## src/rtl/imem_load_pkg.sv

```systemverilog
`default_nettype none
// ============================================================================
//  Module      : imem_load_pkg
//  Description : Shared types and constants for the instruction-memory load
//                controller: controller state encoding, core reset PC and
//                bytes-per-word used for address generation.
//  Revision    : 1.0 - initial release
// ============================================================================
package imem_load_pkg;

    typedef enum logic [2:0] {
        ST_IDLE    = 3'd0,
        ST_LOAD    = 3'd1,
        ST_CHECK   = 3'd2,
        ST_RELEASE = 3'd3,
        ST_RUN     = 3'd4
    } state_t;

    // PC the core starts from once released from init mode.
    localparam logic [31:0] c_RESET_PC       = 32'h0040_0000;
    localparam int          c_BYTES_PER_WORD = 4;

endpackage
`default_nettype wire

```

## src/rtl/imem_load_cksum.sv

```systemverilog
`default_nettype none
// ============================================================================
//  Module      : imem_load_cksum
//  Description : Running modulo-2^32 sum of loaded program words.
//  Ports       : clk     - core clock
//                reset_n - asynchronous active-low reset
//                clear   - synchronous clear (new load accepted)
//                add_en  - add data into the sum this cycle
//                data    - word to accumulate
//                sum     - current registered sum
//  Revision    : 1.0 - initial release
// ============================================================================
module imem_load_cksum
    import imem_load_pkg::*;
(
    input  logic        clk,
    input  logic        reset_n,
    input  logic        clear,
    input  logic        add_en,
    input  logic [31:0] data,
    output logic [31:0] sum
);

    logic [31:0] r_sum;

    always_ff @(posedge clk or negedge reset_n) begin
        if (!reset_n) begin
            r_sum <= '0;
        end else if (clear) begin
            r_sum <= '0;
        end else if (add_en) begin
            r_sum <= r_sum + data;
        end
    end

    assign sum = r_sum;

endmodule
`default_nettype wire

```

## src/rtl/imem_load_ctrl.sv

```systemverilog
`default_nettype none
// ============================================================================
//  Module      : imem_load_ctrl
//  Description : Boot-time instruction-memory loader. Accepts a program as a
//                valid/ready stream of 32-bit words, writes them to
//                consecutive word addresses from 0 and holds the fetch stage
//                in init mode until the load completes.
//  Ports       : clk, reset_n            - clock, async active-low reset
//                start, word_count       - begin a load of word_count words
//                in_valid/in_data/in_ready - loader word stream
//                init_mode, write_enable, init_address, init_instruction
//                                        - fetch-stage memory init port
//                busy, done, error       - status
//  Options     : IMEM_LOAD_CHECKSUM_EN - expect a trailing 32-bit sum word
//                and check it before releasing the core.
//  Revision    : 1.0 - initial release
// ============================================================================
module imem_load_ctrl
    import imem_load_pkg::*;
#(
    parameter int ADDR_W    = 12,
    parameter int MAX_WORDS = 1024
) (
    input  logic              clk,
    input  logic              reset_n,
    input  logic              start,
    input  logic [ADDR_W-2:0] word_count,
    input  logic              in_valid,
    input  logic [31:0]       in_data,
    output logic              in_ready,
    output logic              init_mode,
    output logic              write_enable,
    output logic [ADDR_W-1:0] init_address,
    output logic [31:0]       init_instruction,
    output logic              busy,
    output logic              done,
    output logic              error
);

    // Word count needs one bit more than the word index to represent MAX_WORDS.
    localparam int                CNT_W     = ADDR_W - 1;
    localparam logic [CNT_W-1:0]  c_MAX_CNT = CNT_W'(MAX_WORDS);

    state_t              r_state;
    logic [CNT_W-1:0]    r_count;
    logic [CNT_W-1:0]    r_idx;
    logic                r_init_mode;
    logic                r_write_enable;
    logic [ADDR_W-1:0]   r_init_address;
    logic [31:0]         r_init_instruction;
    logic                r_busy;
    logic                r_done;
    logic                r_error;

    logic                w_count_ok;
    logic                w_can_start;
    logic                w_accept_start;
    logic                w_in_ready;
    logic                w_beat;
    logic                w_last;

    assign w_count_ok     = (word_count != '0) && (word_count <= c_MAX_CNT);
    assign w_can_start    = (r_state == ST_IDLE) || (r_state == ST_RUN);
    assign w_accept_start = start && w_can_start && w_count_ok;
    assign w_in_ready     = (r_state == ST_LOAD) || (r_state == ST_CHECK);
    assign w_beat         = in_valid && w_in_ready;
    assign w_last         = (r_idx == (r_count - CNT_W'(1)));

`ifdef IMEM_LOAD_CHECKSUM_EN
    logic [31:0] w_sum;

    imem_load_cksum u_cksum (
        .clk     (clk),
        .reset_n (reset_n),
        .clear   (w_accept_start),
        .add_en  (w_beat && (r_state == ST_LOAD)),
        .data    (in_data),
        .sum     (w_sum)
    );
`endif

    always_ff @(posedge clk or negedge reset_n) begin
        if (!reset_n) begin
            r_state            <= ST_IDLE;
            r_count            <= '0;
            r_idx              <= '0;
            r_init_mode        <= 1'b1;
            r_write_enable     <= 1'b0;
            r_init_address     <= '0;
            r_init_instruction <= '0;
            r_busy             <= 1'b0;
            r_done             <= 1'b0;
            r_error            <= 1'b0;
        end else begin
            // Strobes: a write or done lasts exactly one cycle unless re-issued.
            r_write_enable <= 1'b0;
            r_done         <= 1'b0;

            case (r_state)
                ST_IDLE, ST_RUN: begin
                    if (start) begin
                        if (w_count_ok) begin
                            r_count     <= word_count;
                            r_idx       <= '0;
                            r_error     <= 1'b0;
                            r_busy      <= 1'b1;
                            r_init_mode <= 1'b1;
                            r_state     <= ST_LOAD;
                        end else begin
                            r_error <= 1'b1;
                        end
                    end
                end

                ST_LOAD: begin
                    if (w_beat) begin
                        r_write_enable     <= 1'b1;
                        r_init_address     <= ADDR_W'(r_idx * c_BYTES_PER_WORD);
                        r_init_instruction <= in_data;
                        r_idx              <= r_idx + CNT_W'(1);
                        if (w_last) begin
`ifdef IMEM_LOAD_CHECKSUM_EN
                            r_state <= ST_CHECK;
`else
                            r_state <= ST_RELEASE;
`endif
                        end
                    end
                end

                ST_CHECK: begin
`ifdef IMEM_LOAD_CHECKSUM_EN
                    if (w_beat) begin
                        if (in_data == w_sum) begin
                            r_state <= ST_RELEASE;
                        end else begin
                            // Bad image: park in IDLE with the core still frozen.
                            r_error <= 1'b1;
                            r_busy  <= 1'b0;
                            r_state <= ST_IDLE;
                        end
                    end
`else
                    r_busy  <= 1'b0;
                    r_state <= ST_IDLE;
`endif
                end

                ST_RELEASE: begin
                    // Final write retires this cycle while init_mode is still high.
                    r_init_mode <= 1'b0;
                    r_busy      <= 1'b0;
                    r_done      <= 1'b1;
                    r_state     <= ST_RUN;
                end

                default: begin
                    r_busy      <= 1'b0;
                    r_init_mode <= 1'b1;
                    r_state     <= ST_IDLE;
                end
            endcase
        end
    end

    assign in_ready         = w_in_ready;
    assign init_mode        = r_init_mode;
    assign write_enable     = r_write_enable;
    assign init_address     = r_init_address;
    assign init_instruction = r_init_instruction;
    assign busy             = r_busy;
    assign done             = r_done;
    assign error            = r_error;

endmodule
`default_nettype wire
```

## config.mk

```make
export PLATFORM = sky130hd
export DESIGN_NAME = imem_load_ctrl
export DESIGN_NICKNAME = d
export VERILOG_FILES = /design/src/rtl/imem_load_pkg.sv /design/src/rtl/imem_load_cksum.sv /design/src/rtl/imem_load_ctrl.sv
export SDC_FILE = /design/constraint.sdc
export NUM_CORES = 1
export LEC_CHECK = 0
export CAP_MARGIN = 20
export CORE_MARGIN = 2
export CORE_UTILIZATION = 51
export CTS_CLUSTER_SIZE = 25
export DETAILED_ROUTE_END_ITERATION = 8
export GPL_ROUTABILITY_DRIVEN = 0
export PLACE_DENSITY = 0.95
export RECOVER_POWER = 50
export SYNTH_ARGS = -nofsm -noshare
export SYNTH_HDL_FRONTEND = slang
export SYNTH_SLANG_ARGS = --single-unit
```

## constraint.sdc

```tcl
create_clock -name clk -period 3.2 [get_ports clk]
set_input_delay 0.64 -clock clk [delete_from_list [all_inputs] [get_ports clk]]
set_output_delay 0.64 -clock clk [all_outputs]
set_load 0.01 [all_outputs]
```

==> impl_metrics.sql, run 1 <==
INSERT INTO impl_metrics (metric_group, metric, value, unit) VALUES
('global_route', 'grtUsageTotal', '21.3', '%'),
('drt', 'detail-route-antenna-nets', '0', ''),
('drt', 'total_length_of_routed_wires', '6880', 'µm'),
('floorplan', 'ioPinCount', '97', ''),
('place', 'instance_area_after_placement', '4250', 'µm²'),
('floorplan', 'floorplan.initialDensity', '52.1', '%'),
('drt', 'routed-via-count', '2385', ''),
('cells_and_area', 'drive_above_1_share', '21.3', '%'),
('cells_and_area', 'seq_area', '1800', 'µm²'),
('power_and_ir_drop', 'power.density_cell_area', '540', 'nW/µm²'),
('drt', 'post-route-drc-count', '0', ''),
('sta', 'period_share', '78.6', '%'),
('global_route', 'global_route_wire_length_before_repair', '12100', 'µm'),
('hold_path', 'hold_path.class', 'flip-flop to flip-flop', ''),
('yosys', 'yosys-mux-area-fraction', '17.2', '%'),
('yosys', 'synth_top_area_cell', 'dfrtp_1', ''),
('critical_path', 'critical_path.startpoint_type', 'input pin', ''),
('floorplan', 'core.rowCount', '29', ''),
('cts', 'clock_tree.htree_level_count', '3', ''),
('yosys', 'synth-adder-area-share', '1.07', '%'),
('yosys', 'synthesis.area', '3270', 'µm²'),
('cells_and_area', 'fin_area', '4460', 'µm²'),
('yosys', 'ys_seq_area_share', '55.1', '%'),
('drt', 'drt-wirelength-per-cell', '15.5', 'µm'),
('global_route', 'global_route.overflow_total', '0', ''),
('global_route', 'vias_in_the_first_global_route', '2596', ''),
('sta', 'timing_max_transition_violations_final', '73', ''),
('floorplan', 'die-area', '7070', 'µm²'),
('yosys', 'yosys.cell_types.count', '44', ''),
('yosys', 'yosysTopAreaCellShare', '54.3', '%'),
('yosys', 'postSynthRegisterBits', '72', ''),
('floorplan', 'die-height', '84.1', 'µm'),
('cts', 'cts-resized-gates', '0', ''),
('yosys', 'synth_top_flop_cell', 'dfrtp_1', ''),
('floorplan', 'coreArea', '6280', 'µm²'),
('place', 'post-dp-hpwl', '4950', 'µm'),
('yosys', 'synth-simple-area-share', '11.2', '%'),
('drt', 'drt_iter0_drc', '93', ''),
('yosys', 'synth.avg_cell_area', '12.3', 'µm²'),
('sta', 'finalSetupViolCount', '0', ''),
('cts', 'cts_num_sinks', '72', ''),
('global_route', 'largest_net_degree_at_the_start_of_global_routing', '73', ''),
('global_route', 'grt.met2_usage', '36.8', '%'),
('critical_path', 'crit_required', '3.42', 'ns'),
('outcome', 'failed_checks', 'capacitance limit, slew limit', ''),
('floorplan', 'floorplan.die.width', '84.1', 'µm'),
('run', 'max-cap-violations', '1', ''),
('critical_path', 'critPathArrivalTime', '2.74', 'ns'),
('cts', 'cts_inserted_buffers', '9', ''),
('power_and_ir_drop', 'worst_ir_drop_vdd', '0.398', 'mV'),
('outcome', 'status', 'finished, violations left', ''),
('place', 'portBuffers', '94', ''),
('cells_and_area', 'final.fill_count', '418', ''),
('power_and_ir_drop', 'p_leak', '1.93', 'nW'),
('critical_path', 'worst-path-max-fanout', '21', ''),
('global_route', 'grt.met3_usage', '7.12', '%'),
('global_route', 'global_route.peak_usage_layer', 'met2', ''),
('drt', 'viasPerCell', '5.38', ''),
('sta', 'fmaxAchievable', '397', 'MHz'),
('global_route', 'met1_usage', '24.9', '%'),
('yosys', 'postSynthCellCount', '265', ''),
('drt', 'number_of_detailed_routing_iterations_run_before_antenna_repair', '4', ''),
('yosys', 'synth-compound-area-share', '5.62', '%'),
('global_route', 'antenna_found_initial', '0', ''),
('cts', 'worstSkewPairLatency', '0.35', 'ns'),
('sta', 'totalNegativeSetupSlack', '0', 'ns'),
('cells_and_area', 'flow.area_growth_from_synthesis', '36.4', '%'),
('cts', 'clk_pin_slew', '0.08', 'ns'),
('cells_and_area', 'multiInputGateArea', '1350', 'µm²'),
('cts', 'postCtsSetupBuffers', '0', ''),
('cells_and_area', 'post_layout_nonfiller_instances', '443', '');
## area by class of cell
class | count | area share [%]
sequential | 72 | 40.4
multi-input combinational | 173 | 30.2
timing repair buffer | 98 | 21.6
clock buffer | 10 | 3.08
tap | 77 | 2.16
clock inverter | 6 | 2.02
inverter | 7 | 0.589
## Yosys cell counts (2+ instances only)
cell / count
a211oi_1: 2
mux2_2: 50
ha_1: 2
nand2b_1: 2
nor3_1: 5
nand2_1: 10
o32ai_1: 2
dfrtp_1: 71
inv_1: 7
and2_1: 2
a21oi_2: 2
buf_6: 2
nor4_1: 4
buf_2: 7
o21a_1: 2
nand4_1: 5
xnor2_1: 7
o21ai_0: 10
buf_4: 2
a21oi_1: 4
nand3_1: 7
or3_1: 3
and3_1: 3
nor2_1: 20
xor2_1: 15
## where the power goes
group / internal [mW] / switching, mW / total (mW)
registers: 1.02 / 0.108 / 1.12
clock network: 0.464 / 0.348 / 0.812
logic: 0.292 / 0.186 / 0.478
## final timing paths
| kind | to | slack [ns] | cells after the start | startpoint |
|---|---|---|---|---|
| setup / recovery | init_instruction[26]$_DFFE_PN0P_ | 0.68 | 4 | in_valid |
| hold reg to reg | init_address[10]$_DFFE_PN0P_ | 0.50 | 1 | init_address[10]$_DFFE_PN0P_ |
| max in group asynchronous | r_state[2]$_DFFE_PN0P_ | 1.42 | 1 | reset_n |
| setup reg to reg | init_instruction[26]$_DFFE_PN0P_ | 0.83 | 4 | r_state[2]$_DFFE_PN0P_ |
| min in group asynchronous | r_count[8]$_DFFE_PN0P_ | 0.75 | 1 | reset_n |
| hold / removal | init_address[10]$_DFFE_PN0P_ | 0.50 | 1 | init_address[10]$_DFFE_PN0P_ |
## layer usage
metal / share of wire (%) / vias up
met5: 0 / -
met4: 0.97 / 0
met3: 7.2 / 6
met2: 52 / 79
met1: 40 / 1179
li1: - / 1121
## through the flow
step                setup slack, ns  util [%]
floorplan                      1.22         -
global placement              0.663      67.7
detailed placement            0.571      67.7
CTS                           0.913      71.3
global route                  0.421      71.1
finish                        0.683      71.1
## layout by cell type, fill, tap and decap left out, types with 3 or more instances in the layout
cell / instances
nand2_1: 10
buf_4: 3
o21ai_0: 10
mux2_2: 50
inv_1: 7
nor3_1: 5
xnor2_1: 7
xor2_1: 15
dlygate4sd3_1: 11
dfrtp_1: 71
and3_1: 3
nor4_1: 4
nand3_1: 7
nand4_1: 5
clkdlybuf4s50_1: 82
a21oi_1: 4
clkbuf_8: 10
or3_1: 3
nor2_1: 20
## cells by family after synthesis
| logic type | Yosys count |
|---|---|
| compound gates | 28 |
| simple gates | 68 |
| other cells | 1 |
| buf+inv | 21 |
| xor+xnor | 22 |
| mux | 50 |
| fa+ha+maj | 3 |
| flops | 72 |
## critical path, cell delays in order
cell and delay (ns):
clkdlybuf4s50_1 0.48, nor3b_1 0.35, clkbuf_1 0.84, mux2_2 0.43
## sequential cells by signal, summed over array words and instances (netlist names)
register / cells
init_instruction: 32
r_count: 11
r_idx: 11
init_address: 10
r_state: 3
busy: 1
done: 1
error: 1
init_mode: 1
write_enable: 1
No activity file was read; power rests on OpenSTA's default activity.
==> run 2: changes to the inputs <==
Settings changed: CORE_UTILIZATION 51 to 47, PLACE_DENSITY 0.95 to 0.9.
Clock period 3.2 ns to 2.5 ns, I/O delays scaled along.
==> impl_metrics.sql, run 2 (synthesis results as in run 1) <==
INSERT INTO impl_metrics (metric_group, metric, value, unit) VALUES
('critical_path', 'setup.worst_path.class', 'input pin to flip-flop', ''),
('global_route', 'antenna_found_initial', '0', ''),
('cts', 'postCtsSetupBuffers', '0', ''),
('drt', 'post-route-drc-count', '0', ''),
('sta', 'hold_violations', '0', ''),
('cells_and_area', 'num_antenna_cells', '0', ''),
('critical_path', 'crit_chain', 'clkdlybuf4s50_1 > nor3b_1 > buf_12 > clkbuf_1 > nand4_1 > xor2_1 > nor2_1', ''),
('cells_and_area', 'flow.area_growth_from_synthesis', '37.1', '%'),
('run', 'max-cap-violations', '1', ''),
('cells_and_area', 'leading_cell_type_in_the_layout_fill_and_taps_excluded', 'clkdlybuf4s50_1', ''),
('place', 'post-dp-hpwl', '5030', 'µm'),
('critical_path', 'critical_path.startpoint_type', 'input pin', ''),
('sta', 'timing_worst_slew_pin_value', '1.77', 'ns'),
('cts', 'cts_inserted_buffers', '9', ''),
('cells_and_area', 'fin_area', '4480', 'µm²'),
('cts', 'clock-root-buffer', 'clkbuf_8', ''),
('cells_and_area', 'largest_register_ff_count', '32', ''),
('cells_and_area', 'drive_above_1_share', '21.7', '%'),
('cts', 'clk_pin_slew', '0.08', 'ns'),
('cts', 'cts-hold-fix-buffers', '0', ''),
('place', 'instance_area_after_placement', '4300', 'µm²'),
('drt', 'drt-wirelength-per-cell', '15.5', 'µm'),
('critical_path', 'peak_per_stage_delay_on_the_critical_path', '0.48', 'ns'),
('floorplan', 'floorplan.die.width', '87.4', 'µm'),
('critical_path', 'crit_required', '2.79', 'ns'),
('global_route', 'grtUsageTotal', '19.7', '%'),
('cts', 'worstSkewPairLatency', '0.35', 'ns'),
('global_route', 'global_route.overflow_total', '0', ''),
('sta', 'final_period_minus_worst_setup_slack', '2.10', 'ns'),
('cts', 'clock_tree.htree_level_count', '3', ''),
('drt', 'total_length_of_routed_wires', '6960', 'µm'),
('power_and_ir_drop', 'worst_ir_drop_vdd', '0.347', 'mV'),
('floorplan', 'die-height', '87.4', 'µm'),
('critical_path', 'crit_slowest_cell', 'clkdlybuf4s50_1', ''),
('critical_path', 'critPathArrivalTime', '2.39', 'ns'),
('cells_and_area', 'final_nets', '413', ''),
('drt', 'detail-route-antenna-nets', '0', ''),
('sta', 'fmaxAchievable', '475', 'MHz'),
('sta', 'relSlewSlack', '-18.0', '%'),
('cts', 'cts_buffer_depth', '2', ''),
('sta', 'timing_max_transition_violations_final', '73', ''),
('hold_path', 'hold_path.class', 'flip-flop to flip-flop', ''),
('drt', 'routed-via-count', '2372', ''),
('critical_path', 'worst-path-max-fanout', '14', ''),
('power_and_ir_drop', 'p_leak', '1.94', 'nW'),
('floorplan', 'coreArea', '6760', 'µm²'),
('global_route', 'vias_in_the_first_global_route', '2389', ''),
('floorplan', 'floorplan.initialDensity', '48.4', '%'),
('sta', 'period_share', '84.2', '%'),
('drt', 'viasPerCell', '5.28', ''),
('floorplan', 'core.rowCount', '30', ''),
('outcome', 'failed_checks', 'capacitance limit, slew limit', ''),
('critical_path', 'critical_path.endpoint_type', 'flip-flop', ''),
('cts', 'tritoncts', 'built', ''),
('drt', 'number_of_detailed_routing_iterations_run_before_antenna_repair', '5', ''),
('power_and_ir_drop', 'power.density_cell_area', '660', 'nW/µm²'),
('sta', 'rsz_0062_raised_after_global_routing', 'false', ''),
('place', 'portBuffers', '94', ''),
('global_route', 'global_route_wire_length_before_repair', '11400', 'µm'),
('sta', 'totalNegativeSetupSlack', '0', 'ns'),
('sta', 'finalClockSkew', '0.00816', 'ns'),
('drt', 'drt_iter0_drc', '143', ''),
('floorplan', 'ioPinCount', '97', ''),
('outcome', 'status', 'finished, violations left', ''),
('cells_and_area', 'highest_count_cells_in_the_layout_ignoring_fill_and_taps', 'clkdlybuf4s50_1, dfrtp_1, mux2_2', ''),
('cts', 'cts_num_sinks', '72', ''),
('cts', 'cts-resized-gates', '0', ''),
('global_route', 'largest_net_degree_at_the_start_of_global_routing', '73', ''),
('floorplan', 'die-area', '7640', 'µm²'),
('sta', 'finalSetupViolCount', '0', '');
## run 2: cell count changes in the layout (fill, tap and decap cells not counted), sizes merged
cell / previous run / this run
buf: 3 / 6
bufinv: 2 / 1
clkdlybuf4s50: 82 / 79
clkinv: 1 / 3
dlygate4sd3: 11 / 14
inv: 9 / 8
## run 2: through the flow
| stage | power [mW] | setup WS, ns | std cells | hold slack [ns] | util, % |
|---|---|---|---|---|---|
| after global placement | 2.06 | 0.154 | 433 | 0.488 | 63.6 |
| after global routing | 3.13 | 0.198 | 449 | 0.525 | 66.4 |
| final | 2.96 | 0.396 | 449 | 0.501 | 66.4 |
| after floorplan | 1.72 | 0.659 | 266 | 0.204 | - |
| after detailed placement | 2.08 | 0.0850 | 433 | 0.495 | 63.6 |
| after CTS | 3.01 | 0.369 | 449 | 0.304 | 66.5 |
## run 2: critical path, delay by kind of cell
kind	cells	cell delay [ns]
xor+xnor	1	0.18
simple gates	3	0.63
buf+inv	3	1.09
## run 2: area by class of cell
class | instances | area [µm²]
fillers | 502 | 2270
flip-flops and latches | 72 | 1800
multi-input cells | 173 | 1350
repair buffers | 101 | 1010
clock buffers | 10 | 128
well taps | 80 | 100
clock inverters | 6 | 68.8
inverters | 7 | 26.3
## run 2: where the power goes
part / total, mW / internal [mW] / leakage, nW / switching, mW
Combinational: 0.613 / 0.375 / 0.953 / 0.238
Clock: 0.917 / 0.466 / 0.0968 / 0.451
Sequential: 1.43 / 1.30 / 0.886 / 0.131
Total: 2.96 / 2.14 / 1.94 / 0.821
## run 2: layer usage
metal / global-route usage [%] / vias up / routed length (µm)
met5: 0 / - / 0
li1: - / 1138 / -
met1: 24.1 / 1155 / 2880
met4: 7.41 / 0 / 113
met2: 31.4 / 67 / 3420
met3: 7.58 / 12 / 547
## run 2: path summary, 6_finish.rpt
path	end	slack, ns	cells after the start	start
setup / recovery	r_idx[5]$_DFFE_PN0P_	0.40	7	in_valid
hold / removal	init_instruction[30]$_DFFE_PN0P_	0.50	1	init_instruction[30]$_DFFE_PN0P_
setup reg to reg	r_idx[5]$_DFFE_PN0P_	0.40	7	r_state[2]$_DFFE_PN0P_
hold reg to reg	init_instruction[30]$_DFFE_PN0P_	0.50	1	init_instruction[30]$_DFFE_PN0P_
max in group asynchronous	r_idx[8]$_DFFE_PN0P_	0.83	1	reset_n
min in group asynchronous	r_count[8]$_DFFE_PN0P_	0.61	1	reset_n
